**config.mk**
```make
export PLATFORM = sky130hd
export DESIGN_NAME = decode_regfile_sb_flat
export DESIGN_NICKNAME = d
export VERILOG_FILES = /design/src/rtl/decode_regfile_sb_pkg.sv /design/src/rtl/decode_regfile_sb_if.sv /design/src/rtl/decode_regfile_sb_rdport.sv /design/src/rtl/decode_regfile_sb.sv /design/src/flat_wrapper.sv
export SDC_FILE = /design/constraint.sdc
export NUM_CORES = 2
export LEC_CHECK = 0
export CAP_MARGIN = 20
export CORE_UTILIZATION = 68
export CTS_CLUSTER_DIAMETER = 40
export DETAILED_ROUTE_END_ITERATION = 6
export GPL_TIMING_DRIVEN = 0
export PLACE_DENSITY = 0.87
export SLEW_MARGIN = 20
export SYNTH_ARGS = -nofsm -noshare
export SYNTH_HDL_FRONTEND = slang
export SYNTH_SLANG_ARGS = --single-unit
```
**constraint.sdc**
```tcl
create_clock -name clk -period 9.9 [get_ports clk]
set_input_delay 1.485 -clock clk [delete_from_list [all_inputs] [get_ports clk]]
set_output_delay 1.485 -clock clk [all_outputs]
set_load 0.005 [all_outputs]
```
**src/rtl/decode_regfile_sb_pkg.sv**
```systemverilog
// Shared core constants for the decode-stage register file and scoreboard.
// Holds the architectural register count, data width and the derived
// register-address width that decode and the register file must agree on.
package decode_regfile_sb_pkg;

  localparam int DEF_DATA_W = 32;                  // register width in bits
  localparam int DEF_NREGS  = 32;                  // architectural register count
  localparam int DEF_NRD    = 2;                   // combinational read ports
  localparam int DEF_AW     = $clog2(DEF_NREGS);   // register address width

endpackage

```
**src/rtl/decode_regfile_sb_if.sv**
```systemverilog
// Decode <-> register file bus.
// Carries the read ports (addresses, source enables, data, busy flags), the
// issue handshake (valid/wr/dst/ready), the writeback port and the
// scoreboard observation outputs.
//   master : decode side (drives addresses, issue request, writeback)
//   slave  : register file / scoreboard (drives data, busy, ready, pending)
interface decode_regfile_sb_if
  import decode_regfile_sb_pkg::*;
#(
  parameter int DATA_W = DEF_DATA_W,
  parameter int NREGS  = DEF_NREGS,
  parameter int NRD    = DEF_NRD
);
  localparam int AW = $clog2(NREGS);

  // read ports, port i at [i*AW +: AW] / [i*DATA_W +: DATA_W]
  logic [NRD*AW-1:0]     rd_addr;
  logic [NRD-1:0]        rd_src_en;
  logic [NRD*DATA_W-1:0] rd_data;
  logic [NRD-1:0]        rd_busy;

  // issue handshake
  logic                  iss_valid;
  logic                  iss_wr;
  logic [AW-1:0]         iss_dst;
  logic                  iss_ready;

  // writeback
  logic                  wb_en;
  logic [AW-1:0]         wb_addr;
  logic [DATA_W-1:0]     wb_data;

  // scoreboard observation
  logic [NREGS-1:0]      pending_vec;
  logic [AW:0]           pending_cnt;

  modport master (
    output rd_addr, rd_src_en, iss_valid, iss_wr, iss_dst,
           wb_en, wb_addr, wb_data,
    input  rd_data, rd_busy, iss_ready, pending_vec, pending_cnt
  );

  modport slave (
    input  rd_addr, rd_src_en, iss_valid, iss_wr, iss_dst,
           wb_en, wb_addr, wb_data,
    output rd_data, rd_busy, iss_ready, pending_vec, pending_cnt
  );

endinterface

```
**src/rtl/decode_regfile_sb_rdport.sv**
```systemverilog
// One combinational register-file read port with writeback bypass and
// scoreboard busy lookup.
// Ports:
//   flush_n  : active-low reset, forces data to 0 while asserted
//   addr     : register address for this port
//   regs     : flattened register storage
//   pending  : scoreboard bits
//   wb_en/wb_addr/wb_data : writeback port, forwarded when it hits addr
//   data     : read data (0 for register 0)
//   busy     : source has an outstanding writer not resolved this cycle
module regfile_rdport #(
  parameter int DATA_W = 32,
  parameter int NREGS  = 32,
  parameter int AW     = 5
) (
  input  logic                         flush_n,
  input  logic [AW-1:0]                addr,
  input  logic [NREGS-1:0][DATA_W-1:0] regs,
  input  logic [NREGS-1:0]             pending,
  input  logic                         wb_en,
  input  logic [AW-1:0]                wb_addr,
  input  logic [DATA_W-1:0]            wb_data,
  output logic [DATA_W-1:0]            data,
  output logic                         busy
);

  logic addr_nz;
  logic wb_hit;

  assign addr_nz = (addr != '0);
  assign wb_hit  = wb_en && (wb_addr == addr);

  always_comb begin
    data = '0;
    // Storage is already cleared in reset; the gate also masks a bypass
    // that would otherwise leak wb_data through while reset is held.
    if (flush_n && addr_nz) begin
      data = wb_hit ? wb_data : regs[addr];
    end
  end

  // A writer retiring this very cycle resolves the hazard.
  assign busy = addr_nz && pending[addr] && !wb_hit;

endmodule

```
**src/rtl/decode_regfile_sb.sv**
```systemverilog
// Decode-stage register file with write-through bypass and a scoreboard of
// in-flight destination registers.
// Ports:
//   clk     : clock, rising edge
//   flush_n : asynchronous active-low reset (registers, scoreboard, count)
//   pflush  : synchronous pipeline flush; drops all pending bits, blocks issue
//   bus     : decode_regfile_sb_if slave (read ports, issue, writeback,
//             pending_vec / pending_cnt observation)
module decode_regfile_sb
  import decode_regfile_sb_pkg::*;
#(
  parameter int DATA_W = DEF_DATA_W,
  parameter int NREGS  = DEF_NREGS,
  parameter int NRD    = DEF_NRD
) (
  input  logic                 clk,
  input  logic                 flush_n,
  input  logic                 pflush,
  decode_regfile_sb_if.slave   bus
);

  localparam int AW = $clog2(NREGS);

  logic [NREGS-1:0][DATA_W-1:0] regs_q;
  logic [NREGS-1:0]             pending_q;
  logic [NREGS-1:0]             pending_next;
  logic [AW:0]                  cnt_q;
  logic [AW:0]                  cnt_next;
  logic                         src_stall;
  logic                         dst_wb_hit;
  logic                         waw_stall;
  logic                         fire;

  // ---------------------------------------------------------------------
  // Register storage; register 0 is never written and reads back as 0.
  // ---------------------------------------------------------------------
  always_ff @(posedge clk or negedge flush_n) begin
    if (!flush_n) begin
      regs_q <= '0;
    end else if (bus.wb_en && (bus.wb_addr != '0)) begin
      regs_q[bus.wb_addr] <= bus.wb_data;
    end
  end

  // ---------------------------------------------------------------------
  // Read ports
  // ---------------------------------------------------------------------
  for (genvar gi = 0; gi < NRD; gi++) begin : g_rd
    regfile_rdport #(
      .DATA_W (DATA_W),
      .NREGS  (NREGS),
      .AW     (AW)
    ) u_rdport (
      .flush_n (flush_n),
      .addr    (bus.rd_addr[gi*AW +: AW]),
      .regs    (regs_q),
      .pending (pending_q),
      .wb_en   (bus.wb_en),
      .wb_addr (bus.wb_addr),
      .wb_data (bus.wb_data),
      .data    (bus.rd_data[gi*DATA_W +: DATA_W]),
      .busy    (bus.rd_busy[gi])
    );
  end

  // ---------------------------------------------------------------------
  // Issue gating: RAW on any enabled source, WAW on the destination.
  // ---------------------------------------------------------------------
  assign src_stall  = |(bus.rd_src_en & bus.rd_busy);
  assign dst_wb_hit = bus.wb_en && (bus.wb_addr == bus.iss_dst);
  assign waw_stall  = bus.iss_wr && (bus.iss_dst != '0) &&
                      pending_q[bus.iss_dst] && !dst_wb_hit;

  assign bus.iss_ready = !pflush && !src_stall && !waw_stall;
  assign fire          = bus.iss_valid && bus.iss_ready && bus.iss_wr &&
                         (bus.iss_dst != '0);

  // ---------------------------------------------------------------------
  // Scoreboard next state. Order matters: the clear from writeback is
  // applied first so a same-register issue overrides it, and pflush wins
  // over everything (fire is already blocked by pflush).
  // ---------------------------------------------------------------------
  always_comb begin
    pending_next = pending_q;
    if (bus.wb_en) begin
      pending_next[bus.wb_addr] = 1'b0;
    end
    if (fire) begin
      pending_next[bus.iss_dst] = 1'b1;
    end
    if (pflush) begin
      pending_next = '0;
    end
    pending_next[0] = 1'b0;
  end

  // Count is taken from the next-state vector so the registered count
  // always matches the registered vector.
  always_comb begin
    cnt_next = '0;
    for (int i = 0; i < NREGS; i++) begin
      cnt_next = cnt_next + (AW+1)'(pending_next[i]);
    end
  end

  always_ff @(posedge clk or negedge flush_n) begin
    if (!flush_n) begin
      pending_q <= '0;
      cnt_q     <= '0;
    end else begin
      pending_q <= pending_next;
      cnt_q     <= cnt_next;
    end
  end

  assign bus.pending_vec = pending_q;
  assign bus.pending_cnt = cnt_q;

endmodule

```
**src/flat_wrapper.sv**
```systemverilog
// flat-port wrapper written by rule: the top's interface ports become plain ports
module decode_regfile_sb_flat import decode_regfile_sb_pkg::*;
#(
  parameter int DATA_W = DEF_DATA_W,
  parameter int NREGS  = DEF_NREGS,
  parameter int NRD    = DEF_NRD
)
  (clk, flush_n, pflush, bus_rd_addr, bus_rd_src_en, bus_iss_valid, bus_iss_wr, bus_iss_dst, bus_wb_en, bus_wb_addr, bus_wb_data, bus_rd_data, bus_rd_busy, bus_iss_ready, bus_pending_vec, bus_pending_cnt);
  decode_regfile_sb_if #(.DATA_W(DATA_W), .NREGS(NREGS), .NRD(NRD)) bus_i ();
  input  logic clk;
  input  logic flush_n;
  input  logic pflush;
  input wire logic [$bits(bus_i.rd_addr)-1:0] bus_rd_addr;
  input wire logic [$bits(bus_i.rd_src_en)-1:0] bus_rd_src_en;
  input wire logic [$bits(bus_i.iss_valid)-1:0] bus_iss_valid;
  input wire logic [$bits(bus_i.iss_wr)-1:0] bus_iss_wr;
  input wire logic [$bits(bus_i.iss_dst)-1:0] bus_iss_dst;
  input wire logic [$bits(bus_i.wb_en)-1:0] bus_wb_en;
  input wire logic [$bits(bus_i.wb_addr)-1:0] bus_wb_addr;
  input wire logic [$bits(bus_i.wb_data)-1:0] bus_wb_data;
  output wire logic [$bits(bus_i.rd_data)-1:0] bus_rd_data;
  output wire logic [$bits(bus_i.rd_busy)-1:0] bus_rd_busy;
  output wire logic [$bits(bus_i.iss_ready)-1:0] bus_iss_ready;
  output wire logic [$bits(bus_i.pending_vec)-1:0] bus_pending_vec;
  output wire logic [$bits(bus_i.pending_cnt)-1:0] bus_pending_cnt;
  assign bus_i.rd_addr = bus_rd_addr;
  assign bus_i.rd_src_en = bus_rd_src_en;
  assign bus_i.iss_valid = bus_iss_valid;
  assign bus_i.iss_wr = bus_iss_wr;
  assign bus_i.iss_dst = bus_iss_dst;
  assign bus_i.wb_en = bus_wb_en;
  assign bus_i.wb_addr = bus_wb_addr;
  assign bus_i.wb_data = bus_wb_data;
  assign bus_rd_data = bus_i.rd_data;
  assign bus_rd_busy = bus_i.rd_busy;
  assign bus_iss_ready = bus_i.iss_ready;
  assign bus_pending_vec = bus_i.pending_vec;
  assign bus_pending_cnt = bus_i.pending_cnt;
  decode_regfile_sb #(.DATA_W(DATA_W), .NREGS(NREGS), .NRD(NRD)) u_core (.clk(clk), .flush_n(flush_n), .pflush(pflush), .bus(bus_i));
endmodule
```
==> impl_results.md <==
- Run status: finished with violations
- Violated checks: DRC
- Post-cts hold buffer count: 0
- Total grt overflow: 0
- Power Density: roughly 210 nW/um^2
- Net Sw Frac: 0.277
- Iteration-0 DRC Markers: around 7,200
- Sink Count: approximately 1,100
- Die width: just under 300 um
- Syn Inst Count: between 3,000 and 4,000
- Clock latency on the worst-skew pair: about 0.76 ns
- Total track usage: 0.499
- Ratio of cells with drive above 1 in the final layout: 0.509
- Final worst slack: 1.48 ns
- Setup Crit Path Kind: primary input to flop
- Vias in the first global route: 43,542
- Vias: approximately 42,000
- Maxcap violations: 0
- Avg Inst Size Synth: about 16 sq um
- Final TNS setup: 0 ns
- Yosys reg bits: 1,061
- Longest Clk Path Bufs: 3
- Tcrit/Tclk final: 0.850
- Yosys top cell area share: 0.456
- Yosys cell types: 60
- CTS root buffer: clkbuf_16
- Power share of the sequential group: 0.408
- Clk pin slew, worst setup/hold paths: ~0.060 ns
- Num CTS Buffers: roughly 140
- Full die area: approximately 87,000 sq um
- Final ANT Viol Nets: 0
- Crit path launch type: primary input
- Gate power share: 0.200
- I/O Pins: 165
- Top_reg_cell synth: dfrtp_1
- Clock power share: 0.393
- Setup violations, final: 0
- Synthesized area: between 50,000 and 60,000 sq um
- Psw: roughly 3.9 mW
- Pint: between 10 and 15 mW
- DRC Markers: 26
- Hold Crit Class: flop to flop
- Final Max Tran Viols: 0
- Minimum clock period: between 8 and 9 ns
- Final #Nets: roughly 4,000
- Data required time of the critical path: between 10 and 15 ns
- Asr flop ratio synth: 1.00
- Synth warn: 0
- First-pass GRT wire length: 301 mm
- Die height: ~290 um
- Row count: 106
- Routed len/inst: 39.5 um
- EDFF count, synth: 0
- Initial Utilization: 0.692
- Cell taking the most area after synthesis: dfrtp_1
- Worst-path maximum fanout: 10
- CTS tree: yes
- Relative slew slack: 0.0955
- Fin. Hold Viols: 0
- WL final: 208 mm
- Largest net degree at the start of global routing: between 100 and 150
- Post-CTS sizing: 0
- Crit path DAT: 9.05 ns
- Initial antenna violation count: 9
- Reg2Reg Setup Slack: roughly 2.4 ns
- Slew at the pin closest to its max-slew limit: about 1.4 ns
- Vias per cell: approximately 8.0
- RSZ-0062 raised after global routing: false
- Core area: around 84,000 sq um
- Postcts setup bufs: 0
- DP Wirelength: 133 mm
- Fin Clk Skew: about 0.019 ns
- Worst vdd ir: approximately 0.00019 V
- Routability Congestion: between 1 and 1.5
- Crit end category: flop
- Dpl ws: between 1 and 1.5 ns
- IO Port Bufs: ~150
- Leak: approximately 28 nW
- Syn_nets: about 3,800
- Synth area leaders: dfrtp_1 (46%), mux4_2 (25%), mux2_2 (19%), clkbuf_1 (2.1%), mux2i_1 (1.5%)
- H-tree depth: 4
- F_max: 119 MHz
- Drt pass-1 iters: 7
- Syn-to-layout area delta: 14.8%
- Sequential fraction of the synthesis area: 0.456
power groups by stage:
stage | Clock [mW] | Sequential [mW] | Combinational [mW]
floorplan | 0 | 5.56 | 2.00
detailed placement | 0 | 5.78 | 2.73
CTS | 5.54 | 5.74 | 2.78
finish | 5.58 | 5.79 | 2.84
global route | 5.74 | 5.86 | 2.94
global placement | 0 | 5.74 | 2.63
metrics by stage:
step                utilization  hold slack, ns  cells  instance area, sq um  total power, mW
global placement          0.726           0.455   4975                 61100             8.37
detailed placement        0.731           0.465   4994                 61500             8.51
CTS                       0.793           0.485   5258                 66700             14.1
global route              0.794           0.507   5264                 66800             14.5
floorplan                     -           0.441   3692                 58200             7.56
finish                    0.794           0.488   5271                 66800             14.2
path summary, 6_finish.rpt:
kind,from,endpoint,depth (start not counted)
min reg2reg,u_core.regs_q[20],u_core.regs_q[20],1
max,bus_rd_addr[5],u_core.bus.pending_cnt[4],26
max in group asynchronous,flush_n,u_core.regs_q[267],4
max reg2reg,u_core.bus.pending_vec[8],u_core.bus.pending_cnt[4],24
min in group asynchronous,flush_n,u_core.bus.pending_cnt[5],1
min,u_core.regs_q[20],u_core.regs_q[20],1
flip-flops by register name, indices dropped and copies added, names as in the netlist:
signal                  count
u_core.regs_q            1024
u_core.bus.pending_vec     31
u_core.bus.pending_cnt      6
cell families (layout without fill, tap and decap cells):
kind of cell | Yosys count | in the layout | share of synthesized area
compound gates | 143 | 143 | 0.0183
xor+xnor | 18 | 18 | 0.00271
fa+ha+maj | 32 | 32 | 0.00985
buf+inv | 474 | 911 | 0.0323
flops | 1061 | 1061 | 0.456
mux | 1733 | 1733 | 0.459
other cells | 1 | 9 | 0.0000645
simple gates | 230 | 230 | 0.0211
per-layer routing:
layer  vias up  routed length [um]  global-route usage
met3      1333               34400               0.257
met1     21510               66800               0.609
met4        18               18400               0.358
li1      15062                   -                   -
met5         -                 333              0.0164
met2      4288               88300               0.680
worst max-delay path, cell delays in order:
cell	delay, ns
buf_2	0.24
buf_2	0.42
mux2i_1	0.15
a221oi_1	0.41
a221oi_1	0.21
nor4bb_1	0.77
a22o_1	0.27
clkbuf_1	0.42
o21ai_0	0.36
fa_1	0.58
inv_1	0.05
fa_1	0.49
inv_1	0.05
fa_1	0.47
inv_1	0.05
fa_1	0.48
fa_1	0.53
fa_1	0.42
inv_1	0.07
ha_1	0.17
inv_1	0.07
fa_1	0.46
inv_1	0.08
a21o_1	0.11
a21oi_1	0.08
xnor2_1	0.12
Yosys cell counts (2+ instances only):
library cell,n
dfrtp_1,1061
mux2_2,998
mux4_2,648
clkbuf_1,328
nor2_1,98
mux2i_1,87
a211oi_1,64
buf_2,62
buf_1,38
inv_1,35
nand2_1,26
fa_1,23
or4_1,23
o21ai_0,20
nand3b_1,18
or3b_2,18
xor2_1,12
nand3_1,11
ha_1,9
o21a_1,9
buf_4,6
o22ai_1,6
o32ai_1,6
xnor2_1,6
nor2b_1,5
o31ai_1,5
or2_2,5
or3_1,5
a221oi_1,4
inv_2,4
o41ai_1,4
nand2b_1,3
nor3_1,3
nor3b_1,3
nor4_1,3
o221ai_1,3
o31a_1,3
o41a_1,3
a21o_1,2
a21oi_1,2
a2bb2oi_1,2
a31oi_1,2
nand4b_1,2
placed cells by master, fill, tap and decap left out, types with 6 or more instances in the layout:
master	netlist	layout
clkinvlp_4	0	16
dfrtp_1	1061	1061
mux4_2	648	648
diode_2	0	8
clkbuf_2	0	62
ha_1	9	9
fa_1	23	23
o22ai_1	6	6
nand3_1	11	11
buf_4	6	7
or3b_2	18	18
a211oi_1	64	64
buf_1	38	22
inv_1	35	35
xnor2_1	6	6
clkdlybuf4s50_1	0	148
mux2i_1	87	87
mux2_2	998	998
bufinv_16	0	21
or4_1	23	23
xor2_1	12	12
inv_6	0	12
clkbuf_16	0	147
nand3b_1	18	18
nand2_1	26	26
clkinv_2	0	20
o21a_1	9	9
nor2_2	0	7
o21ai_0	20	20
o32ai_1	6	6
clkbuf_1	328	281
clkinv_8	0	6
buf_2	62	74
clkinv_4	0	8
nor2_1	98	91
buf_16	0	9
buf_6	0	12
clkbuf_8	0	19
layout make-up:
type	instances	area, sq um
antenna	8	20.0
buffer	434	1820
clock buffer	177	3980
clock inverter	87	1180
fill	4397	17300
inverter	40	150
multi-input combinational	2157	29800
sequential	1061	26600
tap	1134	1420
timing repair buffer	173	1920
Note: power is estimated with default switching activity, not from simulation.
